$ cat src/rtl/rv_ctrl_pkg.sv
// ----------------------------------------------------------------------------
// rv_ctrl_pkg
// Shared definitions for the multicycle RV32I control unit: FSM state
// encoding, base opcodes, instruction classes and the pc_src / wb_sel /
// imm_sel / alu_op encodings driven towards the datapath.
// ----------------------------------------------------------------------------
package rv_ctrl_pkg;

    typedef enum logic [2:0] {
        ST_IDLE   = 3'd0,
        ST_FETCH  = 3'd1,
        ST_DECODE = 3'd2,
        ST_EXEC   = 3'd3,
        ST_MEM    = 3'd4,
        ST_WB     = 3'd5,
        ST_HALT   = 3'd6
    } state_e;

    typedef enum logic [3:0] {
        CL_R, CL_I, CL_LUI, CL_AUIPC, CL_JAL, CL_JALR,
        CL_LOAD, CL_STORE, CL_BRANCH, CL_ILLEGAL
    } op_class_e;

    localparam logic [6:0] OP_R      = 7'b0110011;
    localparam logic [6:0] OP_IMM    = 7'b0010011;
    localparam logic [6:0] OP_LUI    = 7'b0110111;
    localparam logic [6:0] OP_AUIPC  = 7'b0010111;
    localparam logic [6:0] OP_JAL    = 7'b1101111;
    localparam logic [6:0] OP_JALR   = 7'b1100111;
    localparam logic [6:0] OP_LOAD   = 7'b0000011;
    localparam logic [6:0] OP_STORE  = 7'b0100011;
    localparam logic [6:0] OP_BRANCH = 7'b1100011;

    localparam logic [1:0] PC_PLUS4 = 2'd0;
    localparam logic [1:0] PC_IMM   = 2'd1;
    localparam logic [1:0] PC_JALR  = 2'd2;

    localparam logic [1:0] WB_ALU = 2'd0;
    localparam logic [1:0] WB_MEM = 2'd1;
    localparam logic [1:0] WB_PC4 = 2'd2;
    localparam logic [1:0] WB_IMM = 2'd3;

    localparam logic [2:0] IMM_I = 3'd0;
    localparam logic [2:0] IMM_S = 3'd1;
    localparam logic [2:0] IMM_B = 3'd2;
    localparam logic [2:0] IMM_U = 3'd3;
    localparam logic [2:0] IMM_J = 3'd4;

    localparam logic [3:0] ALU_ADD = 4'b0000;
    localparam logic [3:0] ALU_SUB = 4'b1000;

endpackage

$ cat src/rtl/ctrl_main_decoder.sv
// ----------------------------------------------------------------------------
// ctrl_main_decoder
// Purely combinational main decoder: maps the registered instruction fields
// to an instruction class plus the static datapath selects.
//   opcode_i   [6:0]  instruction opcode
//   fn3_i      [2:0]  funct3
//   fn7_5_i           funct7 bit 5 (SUB / SRA selector)
//   op_class_o        instruction class (CL_ILLEGAL for unknown opcodes)
//   alu_op_o   [3:0]  ALU operation
//   alu_src_a_o       0 rs1, 1 pc
//   alu_src_b_o       0 rs2, 1 imm
//   imm_sel_o  [2:0]  immediate format
//   legal_o           opcode is one of the nine supported classes
// Unknown opcodes drive all selects to zero.
// ----------------------------------------------------------------------------
module ctrl_main_decoder
    import rv_ctrl_pkg::*;
(
    input  logic [6:0] opcode_i,
    input  logic [2:0] fn3_i,
    input  logic       fn7_5_i,
    output op_class_e  op_class_o,
    output logic [3:0] alu_op_o,
    output logic       alu_src_a_o,
    output logic       alu_src_b_o,
    output logic [2:0] imm_sel_o,
    output logic       legal_o
);

    // NOTE: every output gets a default before the case so that no path
    // leaves a signal unassigned, which would otherwise infer a latch.
    always_comb begin
        op_class_o  = CL_ILLEGAL;
        alu_op_o    = ALU_ADD;
        alu_src_a_o = 1'b0;
        alu_src_b_o = 1'b0;
        imm_sel_o   = IMM_I;
        legal_o     = 1'b1;
        unique case (opcode_i)
            OP_R: begin
                op_class_o = CL_R;
                alu_op_o   = {fn7_5_i, fn3_i};
            end
            OP_IMM: begin
                // Only the shift-right encoding uses bit 30 as SRA; for the
                // other I-type ops that bit belongs to the immediate.
                op_class_o  = CL_I;
                alu_op_o    = {fn7_5_i & (fn3_i == 3'b101), fn3_i};
                alu_src_b_o = 1'b1;
            end
            OP_LUI: begin
                op_class_o  = CL_LUI;
                alu_src_b_o = 1'b1;
                imm_sel_o   = IMM_U;
            end
            OP_AUIPC: begin
                op_class_o  = CL_AUIPC;
                alu_src_a_o = 1'b1;
                alu_src_b_o = 1'b1;
                imm_sel_o   = IMM_U;
            end
            OP_JAL: begin
                op_class_o  = CL_JAL;
                alu_src_b_o = 1'b1;
                imm_sel_o   = IMM_J;
            end
            OP_JALR: begin
                op_class_o  = CL_JALR;
                alu_src_b_o = 1'b1;
            end
            OP_LOAD: begin
                op_class_o  = CL_LOAD;
                alu_src_b_o = 1'b1;
            end
            OP_STORE: begin
                op_class_o  = CL_STORE;
                alu_src_b_o = 1'b1;
                imm_sel_o   = IMM_S;
            end
            OP_BRANCH: begin
                op_class_o = CL_BRANCH;
                alu_op_o   = ALU_SUB;
                imm_sel_o  = IMM_B;
            end
            default: legal_o = 1'b0;
        endcase
    end

endmodule

$ cat src/rtl/multicycle_control.sv
// ----------------------------------------------------------------------------
// multicycle_control
// Control FSM of a multicycle RV32I core: IDLE -> FETCH -> DECODE -> EXEC
// -> (MEM) -> (WB), with a memory-handshake timeout that traps into HALT.
//   MEM_TIMEOUT        max wait cycles on imem_ack/dmem_ack (0 = no timeout)
//   clk, rst_n         clock, asynchronous active-low reset
//   run                level enable for leaving IDLE / continuing
//   imem_req/imem_ack  fetch handshake; ir_we loads the instruction register
//   opcode/fn3/fn7     fields of the instruction register
//   br_taken           branch comparator result
//   dmem_req/dmem_we/dmem_ack  data-memory handshake
//   pc_we, pc_src      PC update strobe and source
//   reg_we, wb_sel     register write strobe and write-back source
//   alu_op, alu_src_a, alu_src_b, imm_sel   datapath selects
//   busy, err, state   status: active, sticky fault, debug state
// Macro MC_ILLEGAL_TRAP_EN: illegal opcodes trap to HALT with err=1;
// otherwise they retire as a NOP.
// ----------------------------------------------------------------------------
module multicycle_control
    import rv_ctrl_pkg::*;
#(
    parameter int MEM_TIMEOUT = 16
) (
    input  logic       clk,
    input  logic       rst_n,
    input  logic       run,
    output logic       imem_req,
    input  logic       imem_ack,
    output logic       ir_we,
    input  logic [6:0] opcode,
    input  logic [2:0] fn3,
    input  logic [6:0] fn7,
    input  logic       br_taken,
    output logic       dmem_req,
    output logic       dmem_we,
    input  logic       dmem_ack,
    output logic       pc_we,
    output logic [1:0] pc_src,
    output logic       reg_we,
    output logic [1:0] wb_sel,
    output logic [3:0] alu_op,
    output logic       alu_src_a,
    output logic       alu_src_b,
    output logic [2:0] imm_sel,
    output logic       busy,
    output logic       err,
    output logic [2:0] state
);

    localparam int         CW      = (MEM_TIMEOUT > 1) ? $clog2(MEM_TIMEOUT) : 1;
    localparam logic       TO_EN   = (MEM_TIMEOUT != 0);
    localparam logic [CW-1:0] TO_LAST = CW'((MEM_TIMEOUT > 0) ? MEM_TIMEOUT - 1 : 0);

    state_e        state_q, state_d;
    logic [CW-1:0] cnt_q, cnt_d;
    logic          err_q, err_d;

    op_class_e  dec_class;
    logic [3:0] dec_alu_op;
    logic       dec_src_a, dec_src_b, dec_legal;
    logic [2:0] dec_imm_sel;
    logic       sel_en;
    logic       timeout_hit;
    state_e     run_next;

    // Only bit 5 of funct7 affects control.
    logic unused_fn7;
    assign unused_fn7 = ^{fn7[6], fn7[4:0]};

    ctrl_main_decoder u_dec (
        .opcode_i    (opcode),
        .fn3_i       (fn3),
        .fn7_5_i     (fn7[5]),
        .op_class_o  (dec_class),
        .alu_op_o    (dec_alu_op),
        .alu_src_a_o (dec_src_a),
        .alu_src_b_o (dec_src_b),
        .imm_sel_o   (dec_imm_sel),
        .legal_o     (dec_legal)
    );

    assign timeout_hit = TO_EN && (cnt_q == TO_LAST);
    assign run_next    = run ? ST_FETCH : ST_IDLE;

    // NOTE: state registers use non-blocking assignments so every flop
    // samples the pre-edge values, independent of statement order.
    always_ff @(posedge clk or negedge rst_n) begin
        if (!rst_n) begin
            state_q <= ST_IDLE;
            cnt_q   <= '0;
            err_q   <= 1'b0;
        end else begin
            state_q <= state_d;
            cnt_q   <= cnt_d;
            err_q   <= err_d;
        end
    end

    always_comb begin
        state_d  = state_q;
        cnt_d    = '0;        // leaving a wait state always clears the counter
        err_d    = err_q;
        sel_en   = 1'b0;
        imem_req = 1'b0;
        ir_we    = 1'b0;
        dmem_req = 1'b0;
        dmem_we  = 1'b0;
        pc_we    = 1'b0;
        pc_src   = PC_PLUS4;
        reg_we   = 1'b0;
        wb_sel   = WB_ALU;
        unique case (state_q)
            ST_IDLE: begin
                if (run) state_d = ST_FETCH;
            end
            ST_FETCH: begin
                imem_req = 1'b1;
                if (imem_ack) begin          // ack wins over a same-cycle timeout
                    ir_we   = 1'b1;
                    state_d = ST_DECODE;
                end else if (timeout_hit) begin
                    state_d = ST_HALT;
                    err_d   = 1'b1;
                end else begin
                    cnt_d = TO_EN ? cnt_q + CW'(1) : '0;
                end
            end
            ST_DECODE: begin
                sel_en = 1'b1;
                if (dec_legal) begin
                    state_d = ST_EXEC;
                end else begin
`ifdef MC_ILLEGAL_TRAP_EN
                    state_d = ST_HALT;
                    err_d   = 1'b1;
`else
                    pc_we   = 1'b1;
                    state_d = run_next;
`endif
                end
            end
            ST_EXEC: begin
                sel_en = 1'b1;
                case (dec_class)
                    CL_BRANCH: begin
                        pc_we   = 1'b1;
                        pc_src  = br_taken ? PC_IMM : PC_PLUS4;
                        state_d = run_next;
                    end
                    CL_LOAD, CL_STORE: state_d = ST_MEM;
                    default:           state_d = ST_WB;
                endcase
            end
            ST_MEM: begin
                sel_en   = 1'b1;
                dmem_req = 1'b1;
                dmem_we  = (dec_class == CL_STORE);
                if (dmem_ack) begin
                    if (dec_class == CL_STORE) begin
                        pc_we   = 1'b1;
                        state_d = run_next;
                    end else begin
                        state_d = ST_WB;
                    end
                end else if (timeout_hit) begin
                    state_d = ST_HALT;
                    err_d   = 1'b1;
                end else begin
                    cnt_d = TO_EN ? cnt_q + CW'(1) : '0;
                end
            end
            ST_WB: begin
                sel_en  = 1'b1;
                reg_we  = 1'b1;
                pc_we   = 1'b1;
                state_d = run_next;
                case (dec_class)
                    CL_JAL:  pc_src = PC_IMM;
                    CL_JALR: pc_src = PC_JALR;
                    default: pc_src = PC_PLUS4;
                endcase
                case (dec_class)
                    CL_LOAD:         wb_sel = WB_MEM;
                    CL_JAL, CL_JALR: wb_sel = WB_PC4;
                    CL_LUI:          wb_sel = WB_IMM;
                    default:         wb_sel = WB_ALU;
                endcase
            end
            ST_HALT: state_d = ST_HALT;
            default: state_d = ST_IDLE;
        endcase
    end

    // Decoder selects are only presented while an instruction is in flight.
    assign alu_op    = sel_en ? dec_alu_op  : 4'd0;
    assign alu_src_a = sel_en & dec_src_a;
    assign alu_src_b = sel_en & dec_src_b;
    assign imm_sel   = sel_en ? dec_imm_sel : 3'd0;

    assign busy  = (state_q != ST_IDLE) && (state_q != ST_HALT);
    assign err   = err_q;
    assign state = state_q;

endmodule

$ cat config.mk
export PLATFORM = sky130hd
export DESIGN_NAME = multicycle_control
export DESIGN_NICKNAME = d
export VERILOG_FILES = /design/src/rtl/rv_ctrl_pkg.sv /design/src/rtl/ctrl_main_decoder.sv /design/src/rtl/multicycle_control.sv
export SDC_FILE = /design/constraint.sdc
export NUM_CORES = 1
export LEC_CHECK = 0
export CORE_MARGIN = 1.5
export CORE_UTILIZATION = 40
export DETAILED_ROUTE_END_ITERATION = 7
export PLACE_DENSITY = 0.85
export SYNTH_ARGS = -nofsm -noshare
export SYNTH_HDL_FRONTEND = slang
export SYNTH_HIERARCHICAL = 1
export SYNTH_SLANG_ARGS = --single-unit
$ cat constraint.sdc
create_clock -name clk -period 9.2 [get_ports clk]
set_clock_uncertainty 0.2 [all_clocks]
set_input_delay 2.76 -clock clk [delete_from_list [all_inputs] [get_ports clk]]
set_output_delay 2.76 -clock clk [all_outputs]
set_load 0.05 [all_outputs]
=== Word-level counts from Yosys, hierarchy flattened ===
Index checks and enable logic that the tools add are counted.

* Input bits: 23
* Flip-flop bits (word level): 8
* ROM bits: 0
* Bits in writable memories: 0
* Memories kept: 0
* Word-level logic and storage cells: 88
* Output and inout port bits: 24
* Bits in latches: 0

* Reductions and logical operators: 11
* Mux-type cells: 43
* Div/mod/pow operators: 0
* Equality and inequality tests: 27
* $add $sub $neg: 1
* Magnitude comparators: 0
* Shifts and indexed selects: 0
* Multiply operators: 0
* Bitwise logic cells: 3

{| class="wikitable"
|+ Operator list
! kind !! count
|-
| $pmux 4 s9 || 1
|-
| $eq 7x6->1 const B || 3
|-
| $eq 7x7->1 const B || 3
|-
| $pmux 3 s7 || 1
|-
| $mux 1 || 20
|-
| $mux 3 || 6
|-
| $eq 4x3->1 const B || 4
|-
| $mux 4 || 4
|-
| $eq 7x5->1 const B || 2
|-
| $eq 3x3->1 const B || 4
|-
| $pmux 3 s4 || 1
|-
| $pmux 4 s3 || 1
|-
| $reduce_or 9->1 || 1
|-
| $eq 4x4->1 const B || 2
|-
| $pmux 2 s2 || 2
|-
| $pmux 4 s2 || 1
|-
| $eq 7x2->1 const B || 1
|-
| $reduce_or 7->1 || 1
|-
| $eq 3x2->1 const B || 2
|-
| $ne 2x2->1 const B || 3
|-
| $pmux 2 s3 || 1
|-
| $pmux 3 s2 || 1
|-
| $reduce_or 2->1 || 3
|-
| $add 4x1->4 const B || 1
|-
| other kinds (13) || 16
|}

=== Longest topological paths before layout ===
* Depth after elaboration: 6
* Depth in mapped cells: 9

=== By module ===
The synthesis kept the hierarchy.

{| class="wikitable"
|+ By module, submodules not included
! module !! area an instance (µm²) !! cells an instance !! times used
|-
| multicycle_control || 734.5 || 90 || 1
|-
| ctrl_main_decoder || 287.8 || 44 || 1
|}

=== Worst setup path after synthesis ===
OpenSTA, ideal clock, no wires.

* Path kind: in2out
* Start: input opcode[2]
* End: output pc_src[0]
* Arrival time: 5481 ps
* Setup slack: 759 ps
* Stages: 7
* Path through: buf_6 > and3_2 > a21oi_1 > nor3_1 > nor2b_1 > a31oi_1 > nor4b_1

* Longest elaborated chain between the ends: 5

{| class="wikitable"
|+ RTL lines
! item !! line !! text
|-
| from (decl) || multicycle_control.sv:30 || <nowiki>input logic [6:0] opcode,</nowiki>
|-
| $eq 7x7->1 (tied with other cells) || ctrl_main_decoder.sv:39 || <nowiki>unique case (opcode_i)</nowiki>
|-
| $pmux 4 s9 (*) || ctrl_main_decoder.sv:39 ||
|-
| via dec_class[2] || multicycle_control.sv:58 || <nowiki>op_class_e dec_class;</nowiki>
|-
| $eq 4x3->1 or $eq 4x4->1 (tied branches) || multicycle_control.sv:177, multicycle_control.sv:144 ||
|-
| $pmux 2 s2 or $mux 1 (tied branches) || multicycle_control.sv:177, multicycle_control.sv:144 ||
|-
| $pmux 2 s2 (*) || multicycle_control.sv:112 || <nowiki>unique case (state_q)</nowiki>
|-
| to (decl) || multicycle_control.sv:38 || <nowiki>output logic [1:0] pc_src,</nowiki>
|}

The timed path passes the listed nets; every way through them passes the cells marked *.

=== Worst setup path after layout ===
* Start: input opcode[5]
* End: output pc_we

* Longest elaborated chain between the ends: 6

{| class="wikitable"
|+ RTL lines
! item !! line !! text
|-
| $eq 7x7->1 (tied with other cells) || ctrl_main_decoder.sv:39 ||
|-
| $pmux 4 s9 (*) || ctrl_main_decoder.sv:39 ||
|-
| via dec_class[0] || multicycle_control.sv:58 ||
|-
| $eq 4x3->1 || multicycle_control.sv:159 || <nowiki>if (dec_class == CL_STORE) begin</nowiki>
|-
| $mux 1 || multicycle_control.sv:159 ||
|-
| $mux 1 || multicycle_control.sv:158 || <nowiki>if (dmem_ack) begin</nowiki>
|-
| $pmux 1 s4 (*) || multicycle_control.sv:112 ||
|-
| to (decl) || multicycle_control.sv:37 || <nowiki>output logic pc_we,</nowiki>
|}

Marks and branches as above.

==> flow_summary.ini <==
[synthesis]
synth_top_area_cell = dfrtp_1
synth_mux_area_share_pct = 0.979
ys_types = 46
async_flop_share_pct = 100
syn-num-nets = 158
synthFlopType = dfrtp_1
synth_area_um2 = 1020
yosys.area_share.adder_pct = 1.22
synthTopCellsByArea = dfrtp_1 20%, and2_1 8.0%, a21oi_1 4.9%
yosysSeqAreaShare_pct = 19.6
yosysTopAreaCellShare_pct = 19.6
ys_ff_latch = 8
yosys_warnings = 6
synth_cells = 134
synth_edf_count = 0
synth_compound_area_share_pct = 22.4
synth_top_family_by_area = simple AND/OR/NAND/NOR gates
synth_xor_xnor_area_share_pct = 1.71
postSynthAreaPerCell_um2 = 7.63
synth-simple-area-share_pct = 47.1

[place]
dp_cells = 200
placement.io_buffers = 40
gp_congestion = 0.806
hpwl_mm = 2.12

[global_routing]
grt_pass1_vias = 1021
antenna_found_initial = 0
grt_max_degree = 16
grt_pass1_wl_mm = 4.37
grt_overflow = 0
track_usage_pct = 20.8

[critical_path]
reg2reg_slack_ns = 7.44
reg2reg_depth = 4
cp_num_cells = 7
r2r-end = state[0]
path_buf_inv = 2
crit_chain = clkdlybuf4s50_1, and3_1, a32o_1, a31oi_1, a31oi_1, o22ai_1, clkdlybuf4s50_1
critPathKind = input port to output port
crit_path_max_incr_delay_ns = 0.85
crit_path_start = opcode[5]
r2r_start = state[0]
end_kind = output port
cp_top_family = buffers and inverters
required_ns = 6.24
crit_slowest_cell = clkdlybuf4s50_1
cp-start-kind = input port
arrival_ns = 5.75
worstPathMaxFanout = 9
worstSetupEndpoint = pc_we

[floorplan]
io_pins = 47
core_area_um2 = 2450
die_h_um = 53.6
fp-row-count = 18
start_util_pct = 41.6
dieArea_um2 = 2870
die_w_um = 53.6

[timing]
max_freq_mhz = 115
max_slew_margin_pct = 38.2
setup_viol = 0
rsz0062_at_grt = false
fin_setup_tns_ns = 0
worst_pin_slew_ns = 0.923
min_period_over_period_pct = 94.6
whs_ns = 0.285
period_minus_slack_ns = 8.71
hold_viol = 0
report.final.slew_viol_count = 0

[route]
wl_mm = 2.73
vias_per_cell = 5.59
drtIter0Drc = 37
dr_total_vias = 1134
dr.pass1.iters = 4
drc_errors = 0
drt-wirelength-per-cell_um = 13.5
route.antenna.remaining_nets = 0

[power_and_ir_drop]
finalPower_mw = 0.314
leakagePower_nw = 0.598
peakVddDrop_v = 0.000210
p_per_area_nw_per_um2 = 216

[finish]
area_growth_pct = 42.1
final_core_util_pct = 59.2
final_nets = 199
n_antenna_cell = 0
fillers = 225
final_layout_size_suffix_gt1_share_pct = 8.67
final_cell_count_no_fill = 203

[clock_tree]
clk-insertion-delay-late_ns = 0.26
cts.clk_slew.worst_paths_ns = 0.05
cts.htree.levels = 1
hold_buffers = 0
cts-root-buf = clkbuf_4
clock-sinks = 8
cts_buffers = 3
postCtsSetupBuffers = 0
cts_tree = built
cts_resized = 0
clockBufferDepth = 2

[job]
cap_violations = 0

[outcome]
outcome = finished clean

[hold_path]
hp-class = register to register
-- placed cells by master (no fill, tap or decap), types with 3 or more instances in the layout --
cell type / netlist / layout
and3_1: 3 / 3
nor2_1: 10 / 10
inv_1: 7 / 7
nand3_1: 3 / 3
clkdlybuf4s50_1: 0 / 40
and2_1: 13 / 13
nand2_1: 9 / 9
a31oi_1: 5 / 5
and3b_1: 4 / 4
o21ai_0: 5 / 5
a21oi_1: 10 / 10
clkbuf_4: 0 / 3
dfrtp_1: 8 / 8
nor3_1: 10 / 10
-- where the power goes --
group | switching (mW) | leakage (nW) | internal (mW)
Sequential | 0.0275 | 0.108 | 0.0442
Clock | 0.0122 | 0.0138 | 0.0149
Combinational | 0.133 | 0.476 | 0.0820
-- synth_stat cells (all sizes together), types with 3 or more instances --
library cell / instances
and3: 4
and2: 13
nand3: 3
o21ai: 5
a31oi: 5
a21oi: 10
buf: 6
nor3: 10
dfrtp: 8
nand2: 9
nor2: 11
nand2b: 4
and3b: 4
inv: 7
nor4b: 3
-- cell type report --
type	instances	area, um2	area share (%)
clock buffer	3	22.5	1.55
inverter	7	26.3	1.81
multi-input combinational	113	751	51.7
sequential	8	200	13.8
tap	30	37.5	2.58
timing repair buffer	42	415	28.6
-- sequential cells by signal (all words and copies together), names as in the netlist --
name,flops
cnt_q,4
err,1
state,3
-- metrics by stage --
stage | area, um2 | setup slack, ns
finish | 1450 | 0.492
global route | 1450 | 0.351
CTS | 1450 | 0.521
detailed placement | 1430 | 0.524
global placement | 1430 | 0.548
floorplan | 1020 | 0.759
-- worst min path at each step --
stage / from / endpoint / slack [ns] / cells after the start
6_report: cnt_q[0] / cnt_q[0] / 0.29 / 1
5_1_grt: cnt_q[0] / cnt_q[0] / 0.31 / 1
4_1_cts: cnt_q[0] / cnt_q[0] / 0.29 / 1
3_5_place_dp: cnt_q[0] / cnt_q[0] / 0.28 / 1
3_3_place_gp: err / err / 0.28 / 1
2_1_floorplan: cnt_q[0] / cnt_q[0] / 0.25 / 1
-- cell families (layout without fill, tap and decap cells) --
logic type,Yosys count,in the layout
AOI/OAI and AO/OA,35,35
and+or+nand+nor,74,74
adders and majority gates,1,1
muxes,1,1
xor gates and xnor gates,2,2
buffers and inverters,13,52
DFF,8,8
-- layer usage --
metal  vias up  GRT usage [%]  part of all wire, %
met3         5           2.50                  4.4
met2        33           35.8                   49
met5         -              0                    0
met4         0           10.3                  1.8
li1        568              -                    -
met1       528           25.5                   45
Power figures use the tool's default switching activity.
